## src/rtl/prog_loader_pkg.sv

```systemverilog
//------------------------------------------------------------------------------
// Module : prog_loader_pkg
// Brief  : Shared types and constants for the boot-time program loader.
// Rev    : 1.0
//------------------------------------------------------------------------------
`default_nettype none

package prog_loader_pkg;

    localparam int DEF_ADDR_W     = 8;
    localparam int DEF_DATA_W     = 8;
    localparam int LEN_ZERO_MEANS = 256;

    typedef enum logic [2:0] {
        ST_IDLE  = 3'd0,
        ST_LOAD  = 3'd1,
        ST_CHECK = 3'd2,
        ST_DONE  = 3'd3,
        ST_ERR   = 3'd4
    } state_e;

endpackage

`default_nettype wire

```

## src/rtl/prog_loader_if.sv

```systemverilog
//------------------------------------------------------------------------------
// Module : prog_loader_if
// Brief  : Host stream, memory write port and core status bundle of the loader.
// Rev    : 1.0
//------------------------------------------------------------------------------
`default_nettype none

interface prog_loader_if
    import prog_loader_pkg::*;
#(
    parameter int ADDR_W = DEF_ADDR_W,
    parameter int DATA_W = DEF_DATA_W
) ();

    logic              in_valid;
    logic              in_ready;
    logic [DATA_W-1:0] in_data;
    logic              reload;
    logic              mem_we;
    logic [ADDR_W-1:0] mem_addr;
    logic [DATA_W-1:0] mem_wdata;
    logic              core_hold;
    logic              done;
    logic              err;

    // Host / memory / core side
    modport master (
        output in_valid, in_data, reload,
        input  in_ready, mem_we, mem_addr, mem_wdata, core_hold, done, err
    );

    // Loader side
    modport slave (
        input  in_valid, in_data, reload,
        output in_ready, mem_we, mem_addr, mem_wdata, core_hold, done, err
    );

endinterface

`default_nettype wire

```

## src/rtl/prog_loader_ld_cksum.sv

```systemverilog
//------------------------------------------------------------------------------
// Module : ld_cksum
// Brief  : Modulo-2^DATA_W running sum with a zero check of sum + incoming byte.
// Rev    : 1.0
//------------------------------------------------------------------------------
`default_nettype none

module ld_cksum
    import prog_loader_pkg::*;
#(
    parameter int DATA_W = DEF_DATA_W
) (
    input  wire logic              clk,
    input  wire logic              rst_n,
    input  wire logic              clear_i,
    input  wire logic              add_i,
    input  wire logic [DATA_W-1:0] byte_i,
    output logic                   zero_o
);

    logic [DATA_W-1:0] sum_q;
    logic [DATA_W-1:0] total;

    assign total  = sum_q + byte_i;
    assign zero_o = (total == '0);

    always_ff @(posedge clk or negedge rst_n) begin
        if (!rst_n) begin
            sum_q <= '0;
        end else if (clear_i) begin
            sum_q <= '0;
        end else if (add_i) begin
            sum_q <= total;
        end
    end

endmodule

`default_nettype wire

```

## src/rtl/prog_loader.sv

```systemverilog
//------------------------------------------------------------------------------
// Module : prog_loader
// Brief  : Holds the core, writes a length-prefixed byte stream into instruction
//          memory from address 0, then releases the core.
//          Optional trailing checksum: define PROG_LOADER_CHECKSUM_EN.
// Rev    : 1.0
//------------------------------------------------------------------------------
`default_nettype none

module prog_loader
    import prog_loader_pkg::*;
#(
    parameter int ADDR_W = DEF_ADDR_W,
    parameter int DATA_W = DEF_DATA_W
) (
    input  wire logic     clk,
    input  wire logic     rst_n,
    prog_loader_if.slave  bus
);

    // Remaining-byte count needs one extra bit so that length 0 can mean 2^DATA_W
    localparam int                CNT_W  = DATA_W + 1;
    localparam logic [CNT_W-1:0]  N_ZERO = CNT_W'(LEN_ZERO_MEANS);

    state_e              state_q, state_d;
    logic [ADDR_W-1:0]   cnt_q;
    logic [CNT_W-1:0]    rem_q;
    logic                mem_we_q;
    logic [ADDR_W-1:0]   mem_addr_q;
    logic [DATA_W-1:0]   mem_wdata_q;
    logic                accept;
    logic                last_byte;

    assign accept    = bus.in_valid & bus.in_ready;
    assign last_byte = (rem_q == CNT_W'(1));

`ifdef PROG_LOADER_CHECKSUM_EN
    logic sum_ok;

    ld_cksum #(.DATA_W(DATA_W)) u_cksum (
        .clk     (clk),
        .rst_n   (rst_n),
        .clear_i (accept && (state_q == ST_IDLE)),
        .add_i   (accept && (state_q == ST_LOAD)),
        .byte_i  (bus.in_data),
        .zero_o  (sum_ok)
    );
`endif

    always_ff @(posedge clk or negedge rst_n) begin
        if (!rst_n) begin
            state_q <= ST_IDLE;
        end else begin
            state_q <= state_d;
        end
    end

    always_comb begin
        state_d = state_q;
        case (state_q)
            ST_IDLE: if (accept) state_d = ST_LOAD;
            ST_LOAD: begin
                if (accept && last_byte) begin
`ifdef PROG_LOADER_CHECKSUM_EN
                    state_d = ST_CHECK;
`else
                    state_d = ST_DONE;
`endif
                end
            end
`ifdef PROG_LOADER_CHECKSUM_EN
            ST_CHECK: if (accept) state_d = sum_ok ? ST_DONE : ST_ERR;
            ST_ERR:   if (bus.reload) state_d = ST_IDLE;
`endif
            ST_DONE: if (bus.reload) state_d = ST_IDLE;
            default: state_d = ST_IDLE;
        endcase
    end

    always_comb begin
        bus.in_ready  = (state_q == ST_IDLE) || (state_q == ST_LOAD) || (state_q == ST_CHECK);
        bus.core_hold = (state_q != ST_DONE);
        bus.done      = (state_q == ST_DONE);
`ifdef PROG_LOADER_CHECKSUM_EN
        bus.err       = (state_q == ST_ERR);
`else
        bus.err       = 1'b0;
`endif
    end

    // Write port is registered; address/data hold their last values between pulses
    always_ff @(posedge clk or negedge rst_n) begin
        if (!rst_n) begin
            cnt_q       <= '0;
            rem_q       <= '0;
            mem_we_q    <= 1'b0;
            mem_addr_q  <= '0;
            mem_wdata_q <= '0;
        end else begin
            mem_we_q <= 1'b0;
            if (accept) begin
                case (state_q)
                    ST_IDLE: begin
                        cnt_q <= '0;
                        rem_q <= (bus.in_data == '0) ? N_ZERO : {1'b0, bus.in_data};
                    end
                    ST_LOAD: begin
                        mem_we_q    <= 1'b1;
                        mem_addr_q  <= cnt_q;
                        mem_wdata_q <= bus.in_data;
                        cnt_q       <= cnt_q + ADDR_W'(1);
                        rem_q       <= rem_q - CNT_W'(1);
                    end
                    default: ;
                endcase
            end
        end
    end

    assign bus.mem_we    = mem_we_q;
    assign bus.mem_addr  = mem_addr_q;
    assign bus.mem_wdata = mem_wdata_q;

endmodule

`default_nettype wire

```

## src/flat_wrapper.sv

```systemverilog
// flat-port wrapper written by rule: the top's interface ports become plain ports
module prog_loader_flat import prog_loader_pkg::*;
#(
    parameter int ADDR_W = DEF_ADDR_W,
    parameter int DATA_W = DEF_DATA_W
)
  (clk, rst_n, bus_in_valid, bus_in_data, bus_reload, bus_in_ready, bus_mem_we, bus_mem_addr, bus_mem_wdata, bus_core_hold, bus_done, bus_err);
  prog_loader_if #(.ADDR_W(ADDR_W), .DATA_W(DATA_W)) bus_i ();
  input  wire logic clk;
  input  wire logic rst_n;
  input wire logic [$bits(bus_i.in_valid)-1:0] bus_in_valid;
  input wire logic [$bits(bus_i.in_data)-1:0] bus_in_data;
  input wire logic [$bits(bus_i.reload)-1:0] bus_reload;
  output wire logic [$bits(bus_i.in_ready)-1:0] bus_in_ready;
  output wire logic [$bits(bus_i.mem_we)-1:0] bus_mem_we;
  output wire logic [$bits(bus_i.mem_addr)-1:0] bus_mem_addr;
  output wire logic [$bits(bus_i.mem_wdata)-1:0] bus_mem_wdata;
  output wire logic [$bits(bus_i.core_hold)-1:0] bus_core_hold;
  output wire logic [$bits(bus_i.done)-1:0] bus_done;
  output wire logic [$bits(bus_i.err)-1:0] bus_err;
  assign bus_i.in_valid = bus_in_valid;
  assign bus_i.in_data = bus_in_data;
  assign bus_i.reload = bus_reload;
  assign bus_in_ready = bus_i.in_ready;
  assign bus_mem_we = bus_i.mem_we;
  assign bus_mem_addr = bus_i.mem_addr;
  assign bus_mem_wdata = bus_i.mem_wdata;
  assign bus_core_hold = bus_i.core_hold;
  assign bus_done = bus_i.done;
  assign bus_err = bus_i.err;
  prog_loader #(.ADDR_W(ADDR_W), .DATA_W(DATA_W)) u_core (.clk(clk), .rst_n(rst_n), .bus(bus_i));
endmodule
```

## config.mk

```make
export PLATFORM = sky130hd
export DESIGN_NAME = prog_loader_flat
export DESIGN_NICKNAME = d
export VERILOG_FILES = /design/src/rtl/prog_loader_pkg.sv /design/src/rtl/prog_loader_if.sv /design/src/rtl/prog_loader_ld_cksum.sv /design/src/rtl/prog_loader.sv /design/src/flat_wrapper.sv
export SDC_FILE = /design/constraint.sdc
export NUM_CORES = 1
export LEC_CHECK = 0
export ABC_AREA = 1
export CAP_MARGIN = 20
export CORE_MARGIN = 3
export CORE_UTILIZATION = 40
export CTS_BUF_LIST = sky130_fd_sc_hd__clkbuf_4
export DETAILED_ROUTE_END_ITERATION = 8
export GPL_TIMING_DRIVEN = 0
export PLACE_DENSITY_LB_ADDON = 0.05
export SLEW_MARGIN = 15
export SYNTH_ARGS = -nofsm -noshare
export SYNTH_HDL_FRONTEND = slang
export SYNTH_HIERARCHICAL = 1
export SYNTH_SLANG_ARGS = --single-unit
```

## constraint.sdc

```tcl
create_clock -name clk -period 3.3 [get_ports clk]
set_clock_uncertainty 0.15 [all_clocks]
set_input_delay 0.495 -clock clk [delete_from_list [all_inputs] [get_ports clk]]
set_output_delay 0.495 -clock clk [all_outputs]
set_load 0.01 [all_outputs]
```

==> qor.yml <==
status: "complete, no violations"
cts.sink_count: 36
drv_slew: 0
n_antenna_cell: 0
io_pins: 33
area_growth_pct: 24.1
grt_use_total_pct: 17.2
yosysSeqAreaShare_pct: 48.3
synth_area_um2: 1870
num_vias: 1552
avgRoutedWirePerCell_um: 13.2
die_h_um: 74.3
antenna_found_initial: 0
worst_ep_required_time_ns: 2.65
cts.clk_slew.worst_paths_ns: 0.10
synth.area.top_cells: "dfrtp_1 (48%), nand2_1 (12%), o21ai_2 (5.2%)"
hold_slack_ns: 0.335
p_per_area_nw_per_um2: 719
synth_nets: 232
tritoncts: "built"
cts_max_path_buffers: 2
first_global_vias: 1495
crit_path_start_kind: "register"
vias_per_cell: 5.02
setup_slack_ns: 1.01
crit_fanout: 5
min_period_ns: 2.29
grt_pass1_wl_um: 7120
synth_top_area_share_pct: 48.3
cp.arrival_ns: 1.64
dp_cells: 301
drtAntennaViolNets: 0
fin_nets: 272
ys_types: 32
cts-root-buf: "clkbuf_4"
gr-total-overflow: 0
drive_above_1_share_pct: 16.0
p_leak_uw: 0.00112
multi_input_area_um2: 787
placedInstanceArea_um2: 2260
detail_route.iter0.violations: 66
ys_seq_elements: 36
path_class: "register to output port"
setup-tns-final_ns: 0
coreArea_um2: 4410
hold_viol_final: 0
drc_errors: 0
rows: 24
hpwl_um: 3110
final_area_um2: 2320
max_cap_violations: 0
setup_viol: 0
vdd_drop_max_mv: 0.269
cts_setup_buffers: 0
fmax_mhz: 437
finalCritPeriodShare_pct: 69.3
place_congestion: 0.833
yosys_warnings: 6
seq_area_um2: 901
instances_no_fill: 309
clkLatencyLatePin_ns: 0.34
numPortBuffers: 31
hp-class: "register to register"
syn_inst: 217
totalWireLength_um: 4090
grt_max_degree: 24
syn_avg_cell_area_um2: 8.60
chipWidth_um: 74.3
htreeDepth: 2
place_ws_ns: 1.30
synth_top_area_cell: "dfrtp_1"
fillers: 430
cts_buffers: 5
rsz0062_at_grt: "no"
initial_core_util_pct: 42.3
die-area_um2: 5520
firstDrtPassIters: 4
endpoint_kind: "output port"
[per-stage QoR]
| step | power, uW | utilization, % |
|---|---|---|
| after floorplan | 1180 | - |
| after global placement | 1440 | 50.8 |
| after detailed placement | 1450 | 51.1 |
| after CTS | 1690 | 52.5 |
| after global routing | 1820 | 52.5 |
| final | 1670 | 52.5 |
[final cells by class]
type,instances,area share (%)
Clock inverter,1,0.216
Tap cell,52,2.81
Multi-Input combinational cell,146,34.0
Timing Repair Buffer,33,14.5
Buffer,6,2.76
Clock buffer,6,1.94
Inverter,29,4.92
Sequential cell,36,38.9
[flip-flops by register name, indices dropped and copies added (netlist names)]
signal / flops
u_core/state_q: 2
u_core/cnt_q: 8
u_core/bus.mem_we: 1
u_core/rem_q: 9
u_core/bus.mem_wdata: 8
u_core/bus.mem_addr: 8
[worst max-delay path: stages, from the launching register on]
cell             delay (ns)
dfrtp_1                0.48
nand2_1                0.18
buf_4                  0.13
clkdlybuf4s50_1        0.52
[repair_timing]
| item | CTS | global route |
|---|---|---|
| hold buffers | 1 | 0 |
| endpoints found under the hold margin | 13 | 0 |
| resized for setup | 0 | 0 |
[worst paths after layout]
kind | cells past startpoint | endpoint | slack, ns | start
worst max register to register | 9 | u_core/rem_q[6] | 1.67 | u_core/rem_q[0]
max in group asynchronous | 3 | u_core/rem_q[3] | 2.14 | rst_n
worst min register to register | 2 | u_core/bus.mem_addr[2] | 0.34 | u_core/bus.mem_addr[2]
worst min-delay path | 2 | u_core/bus.mem_addr[2] | 0.34 | u_core/bus.mem_addr[2]
worst max-delay path | 3 | bus_in_ready | 1.01 | u_core/state_q[0]
min in group asynchronous | 2 | u_core/cnt_q[7] | 0.42 | rst_n
[cells in the final DEF (no fill, tap or decap), drive strengths merged]
cell type,count
o211ai,1
conb,1
clkdlybuf4s50,30
ha,3
clkinv,1
nand4,1
inv,29
nor2,24
nand2,61
o21a,1
buf,8
a21oi,9
nand3,11
a21o,1
a211oi,1
o31ai,1
o22ai,2
dfrtp,36
o221ai,1
dlygate4sd3,1
nor3,3
clkbuf,6
o21ai,23
xor2,2
[routing by layer]
metal,vias to the layer above,global-route usage [%],share of wire (%)
met2,48,26.1,42
met4,0,4.74,1.3
li1,770,-,-
met1,728,24.3,49
met3,6,4.59,7.2
met5,-,0,0
[logic make-up (layout without fill, tap and decap cells)]
family | count (synthesis) | count (layout) | share of synthesized area, %
xor+xnor | 2 | 2 | 0.939
fa+ha+maj | 3 | 3 | 2.01
other cells | 1 | 1 | 0.201
simple gates | 100 | 100 | 24.5
buf+inv | 35 | 75 | 9.52
compound gates | 40 | 40 | 14.6
flops | 36 | 36 | 48.3
[synthesized netlist by cell type (all sizes together)]
master,count
nand2,61
dfrtp,36
inv,29
nor2,24
o21ai,23
nand3,11
a21oi,9
buf,6
ha,3
nor3,3
o22ai,2
xor2,2
a211oi,1
a21o,1
conb,1
nand4,1
o211ai,1
o21a,1
o221ai,1
o31ai,1
[where the power goes]
group	total [uW]	internal (uW)	switching [uW]
Sequential	721	598	123
Combinational	715	324	391
Clock	229	86.7	142
Total	1670	1010	657
Power figures use the tool's default switching activity.
